**src/rtl/settle_timer.sv**
```systemverilog
// 4-bit settle down-counter; expire is high while the count sits at 1, so a
// load of N yields N cycles before expiry.
module settle_timer (
  input  logic       clk,
  input  logic       rst_n,
  input  logic       load,
  input  logic [3:0] value,
  output logic       expire
);
  logic [3:0] r_cnt;

  always_ff @(posedge clk or negedge rst_n) begin
    if (!rst_n) begin
      r_cnt <= 4'd0;
    end else if (load) begin
      r_cnt <= value;
    end else if (r_cnt != 4'd0) begin
      r_cnt <= r_cnt - 4'd1;
    end
  end

  assign expire = (r_cnt == 4'd1);
endmodule

```
**config.mk**
```make
export PLATFORM = sky130hd
export DESIGN_NAME = settle_timer
export DESIGN_NICKNAME = d
export VERILOG_FILES = /design/src/rtl/settle_timer.sv
export SDC_FILE = /design/constraint.sdc
export NUM_CORES = 1
export LEC_CHECK = 0
export CELL_PAD_IN_SITES_DETAIL_PLACEMENT = 0
export CELL_PAD_IN_SITES_GLOBAL_PLACEMENT = 1
export CORE_AREA = 5 5 42 44
export CTS_BUF_LIST = sky130_fd_sc_hd__clkbuf_8
export DETAILED_ROUTE_END_ITERATION = 6
export DIE_AREA = 0 0 47 49
export PLACE_DENSITY_LB_ADDON = 0.1
export SYNTH_ARGS = -nofsm -noshare
export SYNTH_HDL_FRONTEND = slang
export SYNTH_SLANG_ARGS = --single-unit
```
**constraint.sdc**
```tcl
create_clock -name clk -period 3.25 [get_ports clk]
set_input_delay 0.975 -clock clk [delete_from_list [all_inputs] [get_ports clk]]
set_output_delay 0.975 -clock clk [all_outputs]
set_load 0.1 [all_outputs]
```
== Word level (Yosys, flattened, before mapping) ==
Cells that the tools add are included.

* $add $sub $neg: 1
* Equality and inequality tests: 1
* Muxes and demuxes: 2
* Reductions and logical operators: 2

{| class="wikitable"
|+ Operators by type and width
! operator !! count
|-
| 4-bit 2-to-1 mux || 2
|-
| 4-bit by 1-bit equality test with 1-bit output (second input constant) || 1
|-
| 4-bit nonzero test || 1
|-
| 4-bit by 1-bit subtractor with 4-bit output (second input constant) || 1
|-
| 2-bit nonzero test || 1
|}

* Bits in registers: 4
* Input bits: 7
* Output and inout port bits: 1
* Logic and storage cells: 7

== Logic depth before layout (Yosys ltp) ==
Gate-level depths: netlist of run 1.

* Depth after elaboration: 3
* Gate-level depth with buffers: 5

== Worst setup path after synthesis of run 1 ==
Ideal clock, no wire load.

* Kind: reg-to-output
* From: reg r_cnt[1]
* To: out expire
* Arrival: 2,786 ps
* Path slack: -511 ps
* Stages on the path, launching flop included: 4
* Buffers on the path: 0
* Cell sequence: dfrtp_1 inv_1 ha_1 nor3b_1

* Cells in the longest elaborated chain, start to end: 1

{| class="wikitable"
|+ Ends and longest elaborated chain
! element !! RTL line !! source
|-
| start: declaration || 10 || <nowiki>logic [3:0] r_cnt;</nowiki>
|-
| start signal: assignment || 16 || <nowiki>r_cnt <= value;</nowiki>
|-
| start signal: assignment || 18 || <nowiki>r_cnt <= r_cnt - 4'd1;</nowiki>
|-
| 4-bit by 1-bit equality test with 1-bit output || 22 || <nowiki>assign expire = (r_cnt == 4'd1);</nowiki>
|-
| end: declaration || 8 || <nowiki>output logic expire</nowiki>
|}

No other way between the ends.

== Final worst setup path of run 1 ==
Ends and elaborated chain as after synthesis.

==> flow_metrics.env, run 1 <==
export IMPL_outcome="finished clean"
export IMPL_diodes=0
export IMPL_gp_congestion=0.6288
export IMPL_required_ns=2.27
export IMPL_clk_pin_slew_ns=0.03
export IMPL_max_slew_margin=0.8158
export IMPL_synth_most_common_cell="dfrtp_1"
export IMPL_grt_remaining_overflow=0
export IMPL_setup_viol=0
export IMPL_viasPerCell=4.347
export IMPL_totalWireLength_um=523
export IMPL_cts_sinks=4
export IMPL_slew_violations=0
export IMPL_multi_input_area_um2=155.1
export IMPL_die_w_um=47
export IMPL_core_area_um2=1401
export IMPL_worst_ir_drop_vdd_v=0.0004390
export IMPL_grt_pass1_vias=207
export IMPL_final_min_clock_period_ns=2.280
export IMPL_design_area_um2=391.6
export IMPL_leakagePower_nw=0.1647
export IMPL_yosys_warnings=0
export IMPL_report_power_total_uw=277.6
export IMPL_hold_slack_ns=0.7164
export IMPL_seqCellArea_um2=100.1
export IMPL_rsz0062_at_grt="no"
export IMPL_synth_cell_types=14
export IMPL_netlist_area_leader_share=0.3774
export IMPL_die_y_um=49
export IMPL_nFillCells=152
export IMPL_core_rowCount=14
export IMPL_root_buffer="clkbuf_8"
export IMPL_maxCapViolCount=0
export IMPL_worst_slack_ns=0.9700
export IMPL_synth_top_area_cell="dfrtp_1"
export IMPL_fin_crit_sh=0.7015
export IMPL_path_cells="inv_1, ha_1, nor3b_2, buf_4"
export IMPL_drc=0
export IMPL_cp_start_kind="flip-flop"
export IMPL_criticalPathCategory="flip-flop to output port"
export IMPL_grt_pass1_wl_um=890
export IMPL_antenna_found_initial=0
export IMPL_final_cells=49
export IMPL_syn2layout_area_growth_pct=47.64
export IMPL_syn_nets=34
export IMPL_syn_inst=24
export IMPL_die_area_um2=2303
export IMPL_dpl_cell_area_um2=350.3
export IMPL_place_hpwl_um=413.5
export IMPL_initial_utilization=0.1893
export IMPL_final_nets=45
export IMPL_critical_path_max_stage_delay_ns=0.37
export IMPL_yosys_top_cells_area="dfrtp_1 38%, ha_1 14%, nor3b_4 7.1%, xnor2_1 6.6%, nor3b_1 5.7%"
export IMPL_wl_per_cell_um=10.67
export IMPL_drive_above_1_share=0.2121
export IMPL_path_max_fanout=4
export IMPL_ys_ff_latch=4
export IMPL_tightest_slew_ns=0.2754
export IMPL_ys_flop_type="dfrtp_1"
export IMPL_largest_reg_flops=4
export IMPL_largestRegisters="r_cnt: 4 flops"
export IMPL_first_iter_violations=4
export IMPL_setup_worst_path_end_class="output port"
export IMPL_insertion_delay_ns=0.22
export IMPL_hold_violations=0
export IMPL_drtAntennaViolNets=0
export IMPL_cts_tree="built"
export IMPL_clk_path_buf_depth=2
export IMPL_yosysSeqAreaShare=0.3774
export IMPL_fmax_ghz=0.4386
export IMPL_place_ws_ns=1.098
export IMPL_dr_pass1_iters=2
export IMPL_htreeDepth=1
export IMPL_fin_util=0.2795
export IMPL_num_vias=213
export IMPL_placed_cells=46
export IMPL_regMostFlops="r_cnt"
export IMPL_ctsResizeCount=0
export IMPL_synthArstFlopShare=1.000
export IMPL_synth_edf_count=0
export IMPL_grt_max_degree=9
export IMPL_hold_class="flip-flop to flip-flop"
export IMPL_synth_common_cells="4 x dfrtp_1, 3 x ha_1"
export IMPL_io_pins=8
export IMPL_fin_tns_setup_ns=0
export IMPL_netlist_area_um2=265.3
export IMPL_arrival_ns=1.31
export IMPL_p_per_area_nw_per_um2=708.8
export IMPL_clock_skew_ns=0.006553
export IMPL_cts_setup_buffers=0
export IMPL_syn_avg_cell_area_um2=11.05
export IMPL_hold_buffers=0
export IMPL_grt_use_total=0.06007
export IMPL_portBuffers=7
export IMPL_numCtsBuffers=3
export IMPL_critPathSlowestCell="dfrtp_1"
[power breakdown]
group | internal (mW) | switching (mW) | total, mW
clock | 0.0790 | 0.0260 | 0.105
combinational | 0.0450 | 0.0471 | 0.0921
sequential | 0.0636 | 0.0169 | 0.0805
[cell type report]
cell class                      instances  area share
Sequential cell                         4      0.2556
Timing Repair Buffer                    7      0.1725
Inverter                                2     0.01917
Clock buffer                            3      0.1054
Multi-Input combinational cell         17      0.3962
Tap cell                               16     0.05112
[critical path, delay by kind of cell, from the launching register on]
family / cells / cell delay, ns
adders and majority gates: 1 / 0.15
buffers and inverters: 2 / 0.42
DFF: 1 / 0.37
and+or+nand+nor: 1 / 0.15
[path summary, 6_finish.rpt]
| check | startpoint | to | slack [ns] | cells past startpoint |
|---|---|---|---|---|
| max in group asynchronous | rst_n | r_cnt[1] | 2.10 | 1 |
| worst max register to register | r_cnt[0] | r_cnt[1] | 1.82 | 5 |
| min in group asynchronous | rst_n | r_cnt[3] | 0.97 | 1 |
| worst max-delay path | r_cnt[1] | expire | 0.97 | 4 |
| worst min register to register | r_cnt[2] | r_cnt[2] | 0.72 | 2 |
| worst min-delay path | r_cnt[2] | r_cnt[2] | 0.72 | 2 |
[layout by cell type, fill, tap and decap left out]
cell / Yosys / final
mux2i_1: 1 / 1
nor3b_2: 0 / 1
nor3b_1: 2 / 1
nor3_1: 2 / 2
buf_4: 1 / 1
a221o_1: 1 / 1
o31ai_1: 1 / 1
clkbuf_8: 0 / 3
ha_1: 3 / 3
dfrtp_1: 4 / 4
xnor2_1: 2 / 2
clkdlybuf4s50_1: 0 / 6
o21ai_0: 1 / 1
inv_1: 2 / 2
nor3b_4: 1 / 1
mux2_2: 1 / 1
nand2_1: 2 / 2
[cells by family after synthesis]
group	count (synthesis)	synth area share
and+or+nand+nor	7	0.1934
DFF	4	0.3774
AOI/OAI and AO/OA	3	0.08490
buffers and inverters	3	0.05662
adders and majority gates	3	0.1415
xor gates and xnor gates	2	0.06605
muxes	2	0.08019
[layer usage]
metal | routed length (um) | vias to the layer above | global-route usage
met4 | 0 | 0 | 0.01382
met5 | 0 | - | 0
met2 | 251 | 9 | 0.07240
met3 | 64 | 0 | 0.06642
li1 | - | 103 | -
met1 | 207 | 101 | 0.07111
(Power assumes the default switching activity.)
==> run 2: changes to the inputs <==
- clock period: 3.25 -> 2.3 ns (I/O delays scaled with it)
==> flow_metrics.env, run 2 (synthesis gave the netlist of run 1 again) <==
export IMPL_outcome="finished clean"
export IMPL_fin_util=0.2929
export IMPL_clk_path_buf_depth=2
export IMPL_final_min_clock_period_ns=1.965
export IMPL_portBuffers=7
export IMPL_largest_reg_flops=4
export IMPL_drive_above_1_share=0.2121
export IMPL_grt_pass1_vias=228
export IMPL_path_max_fanout=4
export IMPL_die_area_um2=2303
export IMPL_hold_violations=0
export IMPL_num_vias=212
export IMPL_grt_max_degree=9
export IMPL_final_nets=45
export IMPL_layout_common_cells="6 x clkdlybuf4s50_1, 4 x dfrtp_1, 3 x ha_1, 3 x clkbuf_8"
export IMPL_place_hpwl_um=471.4
export IMPL_antenna_found_initial=0
export IMPL_place_ws_ns=0.4166
export IMPL_design_area_um2=410.4
export IMPL_worst_ir_drop_vdd_v=0.0004746
export IMPL_drtAntennaViolNets=0
export IMPL_cts_setup_buffers=0
export IMPL_die_w_um=47
export IMPL_worst_slack_ns=0.3351
export IMPL_core_area_um2=1401
export IMPL_viasPerCell=4.327
export IMPL_initial_utilization=0.1893
export IMPL_report_power_total_uw=405.4
export IMPL_fin_tns_setup_ns=0
export IMPL_dr_pass1_iters=1
export IMPL_hold_class="input port to async pin"
export IMPL_combPwrFrac=0.359
export IMPL_p_clk_frac=0.352
export IMPL_grt_remaining_overflow=0
export IMPL_rsz0062_at_grt="no"
export IMPL_setup_worst_path_end_class="output port"
export IMPL_insertion_delay_ns=0.21
export IMPL_tightest_slew_ns=0.2770
export IMPL_max_slew_margin=0.8148
export IMPL_intPower_uw=275.5
export IMPL_cts_sinks=4
export IMPL_grt_use_total=0.06276
export IMPL_totalWireLength_um=559
export IMPL_p_switching_uw=129.9
export IMPL_dpl_cell_area_um2=369.1
export IMPL_syn2layout_area_growth_pct=54.72
export IMPL_leakagePower_nw=0.1699
export IMPL_cp_start_kind="flip-flop"
export IMPL_arrival_ns=1.27
export IMPL_io_pins=8
export IMPL_hold_buffers=0
export IMPL_fin_crit_sh=0.8543
export IMPL_largestRegisters="r_cnt: 4 flops"
export IMPL_p_per_area_nw_per_um2=987.9
export IMPL_placed_cells=46
export IMPL_drc=0
export IMPL_seqPwrFrac=0.289
export IMPL_criticalPathCategory="flip-flop to output port"
export IMPL_mostFrequentLayoutCell="clkdlybuf4s50_1"
export IMPL_diodes=0
export IMPL_grt_pass1_wl_um=959
export IMPL_hold_slack_ns=0.6753
export IMPL_clock_skew_ns=0.002716
export IMPL_slew_violations=0
export IMPL_wl_per_cell_um=11.41
export IMPL_fmax_ghz=0.5089
export IMPL_root_buffer="clkbuf_8"
export IMPL_clk_pin_slew_ns=0.03
export IMPL_maxCapViolCount=0
export IMPL_setup_viol=0
export IMPL_final_cells=49
export IMPL_gp_congestion=0.6161
export IMPL_cts_tree="built"
export IMPL_core_rowCount=14
export IMPL_numCtsBuffers=3
export IMPL_regMostFlops="r_cnt"
export IMPL_required_ns=1.61
export IMPL_first_iter_violations=0
export IMPL_die_y_um=49
export IMPL_switching_share=0.3204
export IMPL_htreeDepth=1
export IMPL_ctsResizeCount=0
export IMPL_nFillCells=158
## run 2: cell counts in the layout (fill, tap and decap cells not counted)
Identical to the previous run, type by type.
## run 2: power groups by stage
stage,Clock (mW),Combinational (mW),Sequential (mW)
floorplan,0,0.109,0.112
global placement,0,0.146,0.117
detailed placement,0,0.148,0.119
CTS,0.148,0.149,0.118
global route,0.156,0.161,0.120
finish,0.143,0.146,0.117
## run 2: per-layer routing
metal  track usage  vias up  routed length, um
met1       0.06843       99                212
met4       0.04147        0                 12
met2       0.08371       10                277
met3       0.04428        2                 55
met5             0        -                  0
li1              -      101                  -
## run 2: critical path, cell delays in order (launching register included)
cell,delay (ns)
dfrtp_1,0.37
inv_1,0.12
ha_1,0.16
nor3b_4,0.21
buf_12,0.20
## run 2: final cells by class
class                   count  area [um2]  share of cell area
repair buffers              7       80.08              0.1951
flip-flops and latches      4       100.1              0.2439
multi-input cells          17       161.4              0.3933
well taps                  16       20.02             0.04878
inverters                   2       7.507             0.01829
clock buffers               3       41.29              0.1006
## run 2: path summary, 6_finish.rpt
path / depth (start not counted) / endpoint / slack [ns] / from
setup / recovery: 4 / expire / 0.34 / r_cnt[1]
hold / removal: 1 / r_cnt[2] / 0.68 / rst_n
setup reg to reg: 5 / r_cnt[1] / 0.84 / r_cnt[0]
hold reg to reg: 2 / r_cnt[3] / 0.74 / r_cnt[1]
max in group asynchronous: 1 / r_cnt[1] / 1.46 / rst_n
min in group clk: 2 / r_cnt[3] / 0.74 / r_cnt[1]
==> run 3: changes to the inputs <==
- GPL_TIMING_DRIVEN: default -> 1
==> results of run 3 <==
Final layout, timing and power as in run 2 (identical DEF).
